**src/rtl/mem_arbiter_if.sv**
```systemverilog
`default_nettype none
// ============================================================================
//  Module      : mem_arbiter_if
//  Description : Bundle of all signals between mem_arbiter and its users:
//                the CPU and program-loader request ports and the
//                asynchronous SRAM bus.
//                slave  modport : arbiter side (takes requests, drives SRAM)
//                master modport : environment side (requesters and SRAM)
//                Ports:
//                  cpu_*/ldr_* : req, we, addr[19:0], wdata[15:0] in;
//                                rdata[15:0], done out (arbiter view)
//                  Mem_CE/UB/LB/OE/WE : active-low SRAM strobes
//                  ADDR[19:0], Data_out[15:0], Data_oe : SRAM address/write
//                  Data_in[15:0] : SRAM read bus
//  Revision    : 1.0  initial release
// ============================================================================
interface mem_arbiter_if;
    // CPU requester
    logic        cpu_req;
    logic        cpu_we;
    logic [19:0] cpu_addr;
    logic [15:0] cpu_wdata;
    logic [15:0] cpu_rdata;
    logic        cpu_done;
    // Program-loader requester
    logic        ldr_req;
    logic        ldr_we;
    logic [19:0] ldr_addr;
    logic [15:0] ldr_wdata;
    logic [15:0] ldr_rdata;
    logic        ldr_done;
    // SRAM side
    logic        Mem_CE;
    logic        Mem_UB;
    logic        Mem_LB;
    logic        Mem_OE;
    logic        Mem_WE;
    logic [19:0] ADDR;
    logic [15:0] Data_in;
    logic [15:0] Data_out;
    logic        Data_oe;

    modport slave (
        input  cpu_req, cpu_we, cpu_addr, cpu_wdata,
        output cpu_rdata, cpu_done,
        input  ldr_req, ldr_we, ldr_addr, ldr_wdata,
        output ldr_rdata, ldr_done,
        output Mem_CE, Mem_UB, Mem_LB, Mem_OE, Mem_WE,
        output ADDR, Data_out, Data_oe,
        input  Data_in
    );

    modport master (
        output cpu_req, cpu_we, cpu_addr, cpu_wdata,
        input  cpu_rdata, cpu_done,
        output ldr_req, ldr_we, ldr_addr, ldr_wdata,
        input  ldr_rdata, ldr_done,
        input  Mem_CE, Mem_UB, Mem_LB, Mem_OE, Mem_WE,
        input  ADDR, Data_out, Data_oe,
        output Data_in
    );
endinterface
`default_nettype wire

```
**src/rtl/mem_arbiter.sv**
```systemverilog
`default_nettype none
// ============================================================================
//  Module      : mem_arbiter
//  Description : Two-port (CPU / program loader) arbiter in front of an
//                asynchronous 16-bit SRAM. Each transaction runs
//                IDLE -> SETUP -> ACCESS (WAIT_CYCLES) -> DONE -> IDLE with
//                all SRAM strobes registered.
//                Ports:
//                  Clk   : system clock, rising edge
//                  Reset : synchronous, active-high
//                  bus   : mem_arbiter_if.slave (requesters + SRAM bus)
//                Parameter:
//                  WAIT_CYCLES : ACCESS cycles per transaction, 1..15
//                Build option:
//                  MEM_ARB_RR_EN defined   -> round-robin on simultaneous
//                                             requests (CPU first after reset)
//                  MEM_ARB_RR_EN undefined -> CPU has fixed priority
//  Revision    : 1.0  initial release
// ============================================================================
module mem_arbiter #(
    parameter int WAIT_CYCLES = 2
) (
    input  wire logic     Clk,
    input  wire logic     Reset,
    mem_arbiter_if.slave  bus
);

    typedef enum logic [1:0] {
        S_IDLE   = 2'd0,
        S_SETUP  = 2'd1,
        S_ACCESS = 2'd2,
        S_DONE   = 2'd3
    } state_t;

    localparam logic [3:0] c_wait_load = 4'(WAIT_CYCLES - 1);

    state_t      r_state;
    logic [3:0]  r_wait_cnt;
    logic        r_sel_cpu;     // winner of the current transaction
    logic        r_we;          // latched direction of the current transaction
    logic        r_mem_ce;      // shared by CE, UB and LB
    logic        r_mem_oe;
    logic        r_mem_we;
    logic [19:0] r_addr;
    logic [15:0] r_data_out;
    logic        r_data_oe;
    logic        r_cpu_done;
    logic        r_ldr_done;
    logic [15:0] r_cpu_rdata;
    logic [15:0] r_ldr_rdata;

    logic        w_any_req;
    logic        w_pick_cpu;
    logic        w_win_we;
    logic [19:0] w_win_addr;
    logic [15:0] w_win_wdata;

    assign w_any_req = bus.cpu_req | bus.ldr_req;

`ifdef MEM_ARB_RR_EN
    logic r_last_cpu;           // 1: CPU was granted last, 0: loader

    // On a tie the port that did not win last time is served.
    assign w_pick_cpu = bus.cpu_req & (~bus.ldr_req | ~r_last_cpu);
`else
    assign w_pick_cpu = bus.cpu_req;
`endif

    assign w_win_we    = w_pick_cpu ? bus.cpu_we    : bus.ldr_we;
    assign w_win_addr  = w_pick_cpu ? bus.cpu_addr  : bus.ldr_addr;
    assign w_win_wdata = w_pick_cpu ? bus.cpu_wdata : bus.ldr_wdata;

    always_ff @(posedge Clk) begin
        if (Reset) begin
            r_state     <= S_IDLE;
            r_wait_cnt  <= 4'd0;
            r_sel_cpu   <= 1'b0;
            r_we        <= 1'b0;
            r_mem_ce    <= 1'b1;
            r_mem_oe    <= 1'b1;
            r_mem_we    <= 1'b1;
            r_addr      <= 20'd0;
            r_data_out  <= 16'd0;
            r_data_oe   <= 1'b0;
            r_cpu_done  <= 1'b0;
            r_ldr_done  <= 1'b0;
            r_cpu_rdata <= 16'd0;
            r_ldr_rdata <= 16'd0;
`ifdef MEM_ARB_RR_EN
            r_last_cpu  <= 1'b0;
`endif
        end else begin
            case (r_state)
                S_IDLE: begin
                    if (w_any_req) begin
                        // Everything the transaction needs is captured here,
                        // so requester inputs are don't-care until DONE.
                        r_state    <= S_SETUP;
                        r_sel_cpu  <= w_pick_cpu;
                        r_we       <= w_win_we;
                        r_addr     <= w_win_addr;
                        r_data_out <= w_win_we ? w_win_wdata : 16'd0;
                        r_data_oe  <= w_win_we;
                        r_mem_ce   <= 1'b0;
                        r_mem_oe   <= w_win_we;
`ifdef MEM_ARB_RR_EN
                        r_last_cpu <= w_pick_cpu;
`endif
                    end
                end
                S_SETUP: begin
                    r_state    <= S_ACCESS;
                    r_wait_cnt <= c_wait_load;
                    r_mem_we   <= ~r_we;
                end
                S_ACCESS: begin
                    if (r_wait_cnt == 4'd0) begin
                        r_state  <= S_DONE;
                        r_mem_ce <= 1'b1;
                        r_mem_oe <= 1'b1;
                        r_mem_we <= 1'b1;
                        if (!r_we) begin
                            if (r_sel_cpu) begin
                                r_cpu_rdata <= bus.Data_in;
                            end else begin
                                r_ldr_rdata <= bus.Data_in;
                            end
                        end
                        r_cpu_done <= r_sel_cpu;
                        r_ldr_done <= ~r_sel_cpu;
                    end else begin
                        r_wait_cnt <= r_wait_cnt - 4'd1;
                    end
                end
                S_DONE: begin
                    r_state    <= S_IDLE;
                    r_cpu_done <= 1'b0;
                    r_ldr_done <= 1'b0;
                    r_data_oe  <= 1'b0;
                end
                default: begin
                    r_state <= S_IDLE;
                end
            endcase
        end
    end

    assign bus.Mem_CE    = r_mem_ce;
    assign bus.Mem_UB    = r_mem_ce;
    assign bus.Mem_LB    = r_mem_ce;
    assign bus.Mem_OE    = r_mem_oe;
    assign bus.Mem_WE    = r_mem_we;
    assign bus.ADDR      = r_addr;
    assign bus.Data_out  = r_data_out;
    assign bus.Data_oe   = r_data_oe;
    assign bus.cpu_done  = r_cpu_done;
    assign bus.ldr_done  = r_ldr_done;
    assign bus.cpu_rdata = r_cpu_rdata;
    assign bus.ldr_rdata = r_ldr_rdata;

endmodule
`default_nettype wire

```
**src/flat_wrapper.sv**
```systemverilog
// flat-port wrapper written by rule: the top's interface ports become plain ports
module mem_arbiter_flat 
#(
    parameter int WAIT_CYCLES = 2
)
  (Clk, Reset, bus_cpu_req, bus_cpu_we, bus_cpu_addr, bus_cpu_wdata, bus_cpu_rdata, bus_cpu_done, bus_ldr_req, bus_ldr_we, bus_ldr_addr, bus_ldr_wdata, bus_ldr_rdata, bus_ldr_done, bus_Mem_CE, bus_Mem_UB, bus_Mem_LB, bus_Mem_OE, bus_Mem_WE, bus_ADDR, bus_Data_out, bus_Data_oe, bus_Data_in);
  mem_arbiter_if bus_i ();
  input  wire logic Clk;
  input  wire logic Reset;
  input wire logic [$bits(bus_i.cpu_req)-1:0] bus_cpu_req;
  input wire logic [$bits(bus_i.cpu_we)-1:0] bus_cpu_we;
  input wire logic [$bits(bus_i.cpu_addr)-1:0] bus_cpu_addr;
  input wire logic [$bits(bus_i.cpu_wdata)-1:0] bus_cpu_wdata;
  output wire logic [$bits(bus_i.cpu_rdata)-1:0] bus_cpu_rdata;
  output wire logic [$bits(bus_i.cpu_done)-1:0] bus_cpu_done;
  input wire logic [$bits(bus_i.ldr_req)-1:0] bus_ldr_req;
  input wire logic [$bits(bus_i.ldr_we)-1:0] bus_ldr_we;
  input wire logic [$bits(bus_i.ldr_addr)-1:0] bus_ldr_addr;
  input wire logic [$bits(bus_i.ldr_wdata)-1:0] bus_ldr_wdata;
  output wire logic [$bits(bus_i.ldr_rdata)-1:0] bus_ldr_rdata;
  output wire logic [$bits(bus_i.ldr_done)-1:0] bus_ldr_done;
  output wire logic [$bits(bus_i.Mem_CE)-1:0] bus_Mem_CE;
  output wire logic [$bits(bus_i.Mem_UB)-1:0] bus_Mem_UB;
  output wire logic [$bits(bus_i.Mem_LB)-1:0] bus_Mem_LB;
  output wire logic [$bits(bus_i.Mem_OE)-1:0] bus_Mem_OE;
  output wire logic [$bits(bus_i.Mem_WE)-1:0] bus_Mem_WE;
  output wire logic [$bits(bus_i.ADDR)-1:0] bus_ADDR;
  output wire logic [$bits(bus_i.Data_out)-1:0] bus_Data_out;
  output wire logic [$bits(bus_i.Data_oe)-1:0] bus_Data_oe;
  input wire logic [$bits(bus_i.Data_in)-1:0] bus_Data_in;
  assign bus_i.cpu_req = bus_cpu_req;
  assign bus_i.cpu_we = bus_cpu_we;
  assign bus_i.cpu_addr = bus_cpu_addr;
  assign bus_i.cpu_wdata = bus_cpu_wdata;
  assign bus_cpu_rdata = bus_i.cpu_rdata;
  assign bus_cpu_done = bus_i.cpu_done;
  assign bus_i.ldr_req = bus_ldr_req;
  assign bus_i.ldr_we = bus_ldr_we;
  assign bus_i.ldr_addr = bus_ldr_addr;
  assign bus_i.ldr_wdata = bus_ldr_wdata;
  assign bus_ldr_rdata = bus_i.ldr_rdata;
  assign bus_ldr_done = bus_i.ldr_done;
  assign bus_Mem_CE = bus_i.Mem_CE;
  assign bus_Mem_UB = bus_i.Mem_UB;
  assign bus_Mem_LB = bus_i.Mem_LB;
  assign bus_Mem_OE = bus_i.Mem_OE;
  assign bus_Mem_WE = bus_i.Mem_WE;
  assign bus_ADDR = bus_i.ADDR;
  assign bus_Data_out = bus_i.Data_out;
  assign bus_Data_oe = bus_i.Data_oe;
  assign bus_i.Data_in = bus_Data_in;
  mem_arbiter #(.WAIT_CYCLES(WAIT_CYCLES)) u_core (.Clk(Clk), .Reset(Reset), .bus(bus_i));
endmodule
```
**config.mk**
```make
export PLATFORM = sky130hd
export DESIGN_NAME = mem_arbiter_flat
export DESIGN_NICKNAME = d
export VERILOG_FILES = /design/src/rtl/mem_arbiter_if.sv /design/src/rtl/mem_arbiter.sv /design/src/flat_wrapper.sv
export SDC_FILE = /design/constraint.sdc
export NUM_CORES = 1
export LEC_CHECK = 0
export ABC_AREA = 1
export BUFFER_PORTS_ARGS = -buffer_cell sky130_fd_sc_hd__buf_2
export CAP_MARGIN = 20
export CELL_PAD_IN_SITES_DETAIL_PLACEMENT = 0
export CELL_PAD_IN_SITES_GLOBAL_PLACEMENT = 1
export CORE_AREA = 5 5 109 111
export DETAILED_ROUTE_END_ITERATION = 16
export DIE_AREA = 0 0 114 116
export PLACE_DENSITY_LB_ADDON = 0.1
export SLEW_MARGIN = 10
export SYNTH_ARGS = -nofsm -noshare
export SYNTH_HDL_FRONTEND = slang
export SYNTH_SLANG_ARGS = --single-unit
export TNS_END_PERCENT = 50
```
**constraint.sdc**
```tcl
create_clock -name Clk -period 3.3 [get_ports Clk]
set_clock_uncertainty 0.1 [all_clocks]
set_input_delay 0.165 -clock Clk [delete_from_list [all_inputs] [get_ports Clk]]
set_output_delay 0.165 -clock Clk [all_outputs]
set_load 0.01 [all_outputs]
```
==> flow_metrics.tcl <==
set metrics [dict create \
    p_sw_share_pct 38.31 \
    wl_mm 10.67 \
    synthSimpleGateAreaFrac_pct 33.68 \
    holdPathStages 5 \
    yosys.area.top_type "dfxtp_1" \
    grt_pass1_wl_mm 16.83 \
    synthCells 514 \
    worstRegToRegCells 7 \
    ys.flop_type "dfxtp_1" \
    first_pass_iters 4 \
    via_per_inst 4.530 \
    cp-end-kind "flop" \
    vias 3737 \
    p_switching_mw 1.279 \
    worst-path-max-fanout 24 \
    yosysWarnings 0 \
    holdWs_ns 0.06194 \
    ys_types 27 \
    hpwl_mm 7.691 \
    clockPowerShare_pct 22.8 \
    grt_start_max_net_pins 42 \
    hold_viol 0 \
    synth.area.mux_share_pct 0 \
    cts_root_buf "clkbuf_8" \
    synth_seq_cells 82 \
    vdd_ir_drop_max_uv 242.4 \
    syn_area_mm2 0.003600 \
    critPathArrivalTime_ns 2.22 \
    fin_area_mm2 0.004843 \
    die_w_um 114 \
    worstMarginPinSlew_ns 1.046 \
    power_density_mw_per_mm2 689.2 \
    layout-drive-gt1-share_pct 29.49 \
    p_leak_nw 2.462 \
    ant_nets 0 \
    avgSynthCellArea_um2 7.003 \
    slowest_stage "inv_1" \
    insertion_delay_ns 0.34 \
    design.die.area_mm2 0.01322 \
    h-tree-depth 3 \
    drv_slew 0 \
    initial_core_util_pct 33.65 \
    clockBufferDepth 2 \
    status "finished, final reports clean" \
    async_flop_share_pct 0 \
    synth_top_family_by_area "simple AND/OR/NAND/NOR gates" \
    slew_headroom_pct 30.21 \
    route.detailed.drc 0 \
    pin_count 170 \
    slowest_delay_ns 0.58 \
    cp-start-kind "flop" \
    postPlaceCellArea_mm2 0.004469 \
    die_h_um 116 \
    rsz0062_at_grt "no" \
    internal-power_mw 2.059 \
    num_rows 38 \
    gp_congestion 0.7379 \
    pwr-share-comb_pct 36.9 \
    syn-num-nets 615 \
    synth_edf_count 0 \
    crit_chain "inv_1 > ha_1 > o21ai_2 > inv_1 > buf_4 > nor2_1 > nor2_1" \
    maxCapViolCount 0 \
    grt_pass1_vias 3505 \
    nets 781 \
    synthAdderAreaFrac_pct 2.433 \
    syn2layout_area_growth_pct 34.55 \
    cts.sinks 82 \
    grt_overflow 0 \
    portBuffers 169 \
    min_period_ns 2.042 \
    cts_buffers 9 \
    synth-xor-area-share_pct 0 \
    cts_setup_buffers 0 \
    fmax_mhz 489.7 \
    setup_tns_ns 0 \
    crit_type "reg -> reg" \
    diodes 0 \
    synth_top_area_share_pct 45.60 \
    ys_seq_area_share_pct 45.60 \
    required_ns 3.47 \
    wl_per_cell_um 12.93 \
    cts_tree "done" \
    min_period_over_period_pct 61.88 \
    drt-initial-drc-count 155 \
    p_seq_share_pct 40.3 \
    core_area_mm2 0.01070 \
    grt_util_all_layers_pct 15.64 \
    path_clk_slew_ns 0.09 \
    yosys-top-cells-area "dfxtp_1, nand2_1, nor2_1, o21ai_0, a21oi_1" \
    fillers 1127 \
    synth_compound_area_share_pct 11.96 \
    antenna_found_initial 1 \
    hold_path.class "in -> reg" \
    finalSetupViolCount 0 \
]
## cell families (layout without fill, tap and decap cells)
kind of cell               count (synthesis)  count (layout)
adders and majority gates                  7               7
DFF                                       82              82
and+or+nand+nor                          295             295
buffers and inverters                     46             217
AOI/OAI and AO/OA                         84              84
## critical path: cells and delay by family (launching register included)
family	cells	cell delay, ns
AO/OA/AOI/OAI	1	0.09
adder cells (fa/ha/maj)	1	0.28
buffers and inverters	3	1.03
flip-flops	1	0.33
AND/OR/NAND/NOR	2	0.15
## layout by cell type, fill, tap and decap left out
cell and n:
nand4_1 1, nor2_2 2, clkbuf_8 11, dfxtp_1 82
clkinvlp_4 2, o21ai_1 17, inv_2 3, o2111ai_1 1
nand4_2 1, o21ai_0 36, or2_2 2, clkinv_4 2
buf_4 4, ha_1 7, nand3_2 1, nand2_1 146
dlygate4sd3_1 16, o21ai_2 1, nor2_1 94, nand2_2 1
buf_2 169, clkinv_2 1, or2_1 1, a21oi_1 28
nor2_8 1, bufinv_16 1, inv_1 8, o211ai_1 1
nor3_1 17, nand3_1 28
## synth_stat cells, types with 3 or more instances
cell	count
a21oi_1	28
buf_2	13
nor2_1	94
nand3_1	28
inv_1	8
inv_2	3
o21ai_1	17
dfxtp_1	82
clkbuf_1	14
ha_1	7
buf_4	4
nor3_1	17
o21ai_0	36
buf_6	3
nand2_1	146
## flip-flops by register name (all words and copies together) (netlist names)
signal,flops
u_core.bus.Data_oe,1
u_core.r_state,2
u_core.bus.Mem_OE,1
u_core.r_sel_cpu,1
u_core.bus.cpu_rdata,16
u_core.bus.cpu_done,1
u_core.bus.Mem_CE,1
u_core.r_we,1
u_core.r_wait_cnt,4
u_core.bus.ldr_done,1
u_core.bus.ldr_rdata,16
u_core.bus.ADDR,20
u_core.bus.Data_out,16
u_core.bus.Mem_WE,1
## final timing paths
check	to	slack, ns	start
hold / removal	u_core.bus.ADDR[11]	0.06	bus_ldr_addr[11]
hold reg to reg	u_core.bus.Data_out[3]	0.37	u_core.bus.Data_out[3]
setup reg to reg	u_core.bus.ADDR[5]	1.26	u_core.r_state[0]
setup / recovery	u_core.bus.ADDR[5]	1.26	u_core.r_state[0]
## layout make-up
class | count | area (um2) | share of cell area [%]
clock buffers | 11 | 151.4 | 3.126
clock inverters | 5 | 62.56 | 1.292
repair buffers | 189 | 1036 | 21.39
inverters | 12 | 46.29 | 0.9558
well taps | 140 | 175.2 | 3.617
multi-input cells | 386 | 1730 | 35.73
flip-flops and latches | 82 | 1642 | 33.89
## power by group through the flow
stage / clock network, mW / logic, mW / registers (mW)
2_1_floorplan: 0 / 0.754 / 1.44
3_3_place_gp: 0 / 1.22 / 1.36
3_5_place_dp: 0 / 1.24 / 1.37
4_1_cts: 0.793 / 1.25 / 1.35
5_1_grt: 0.824 / 1.41 / 1.38
6_report: 0.762 / 1.23 / 1.35
## through the flow
stage               setup WS [ns]  instances  util (%)  power (mW)
finish                      1.258        825     45.27       3.338
global route                1.033        825     45.27       3.607
CTS                         1.216        825     45.27       3.393
global placement            1.190        793     41.78       2.583
floorplan                   1.752        514         -       2.193
detailed placement          1.100        793     41.78       2.604
## layer usage
metal	wire, um	vias up	track usage [%]
li1	-	1983	-
met1	4629	1631	19.72
met2	4976	112	25.72
met3	966	9	5.170
met4	82	2	4.276
met5	13	-	0
## repair_timing
item / 4_1_cts / 5_1_grt
setup endpoints to repair: 0 / 0
hold buffers: 16 / 0
gates resized for setup: 0 / 0
endpoints found under the hold margin: 32 / 0
No activity file was read; power rests on OpenSTA's default activity.
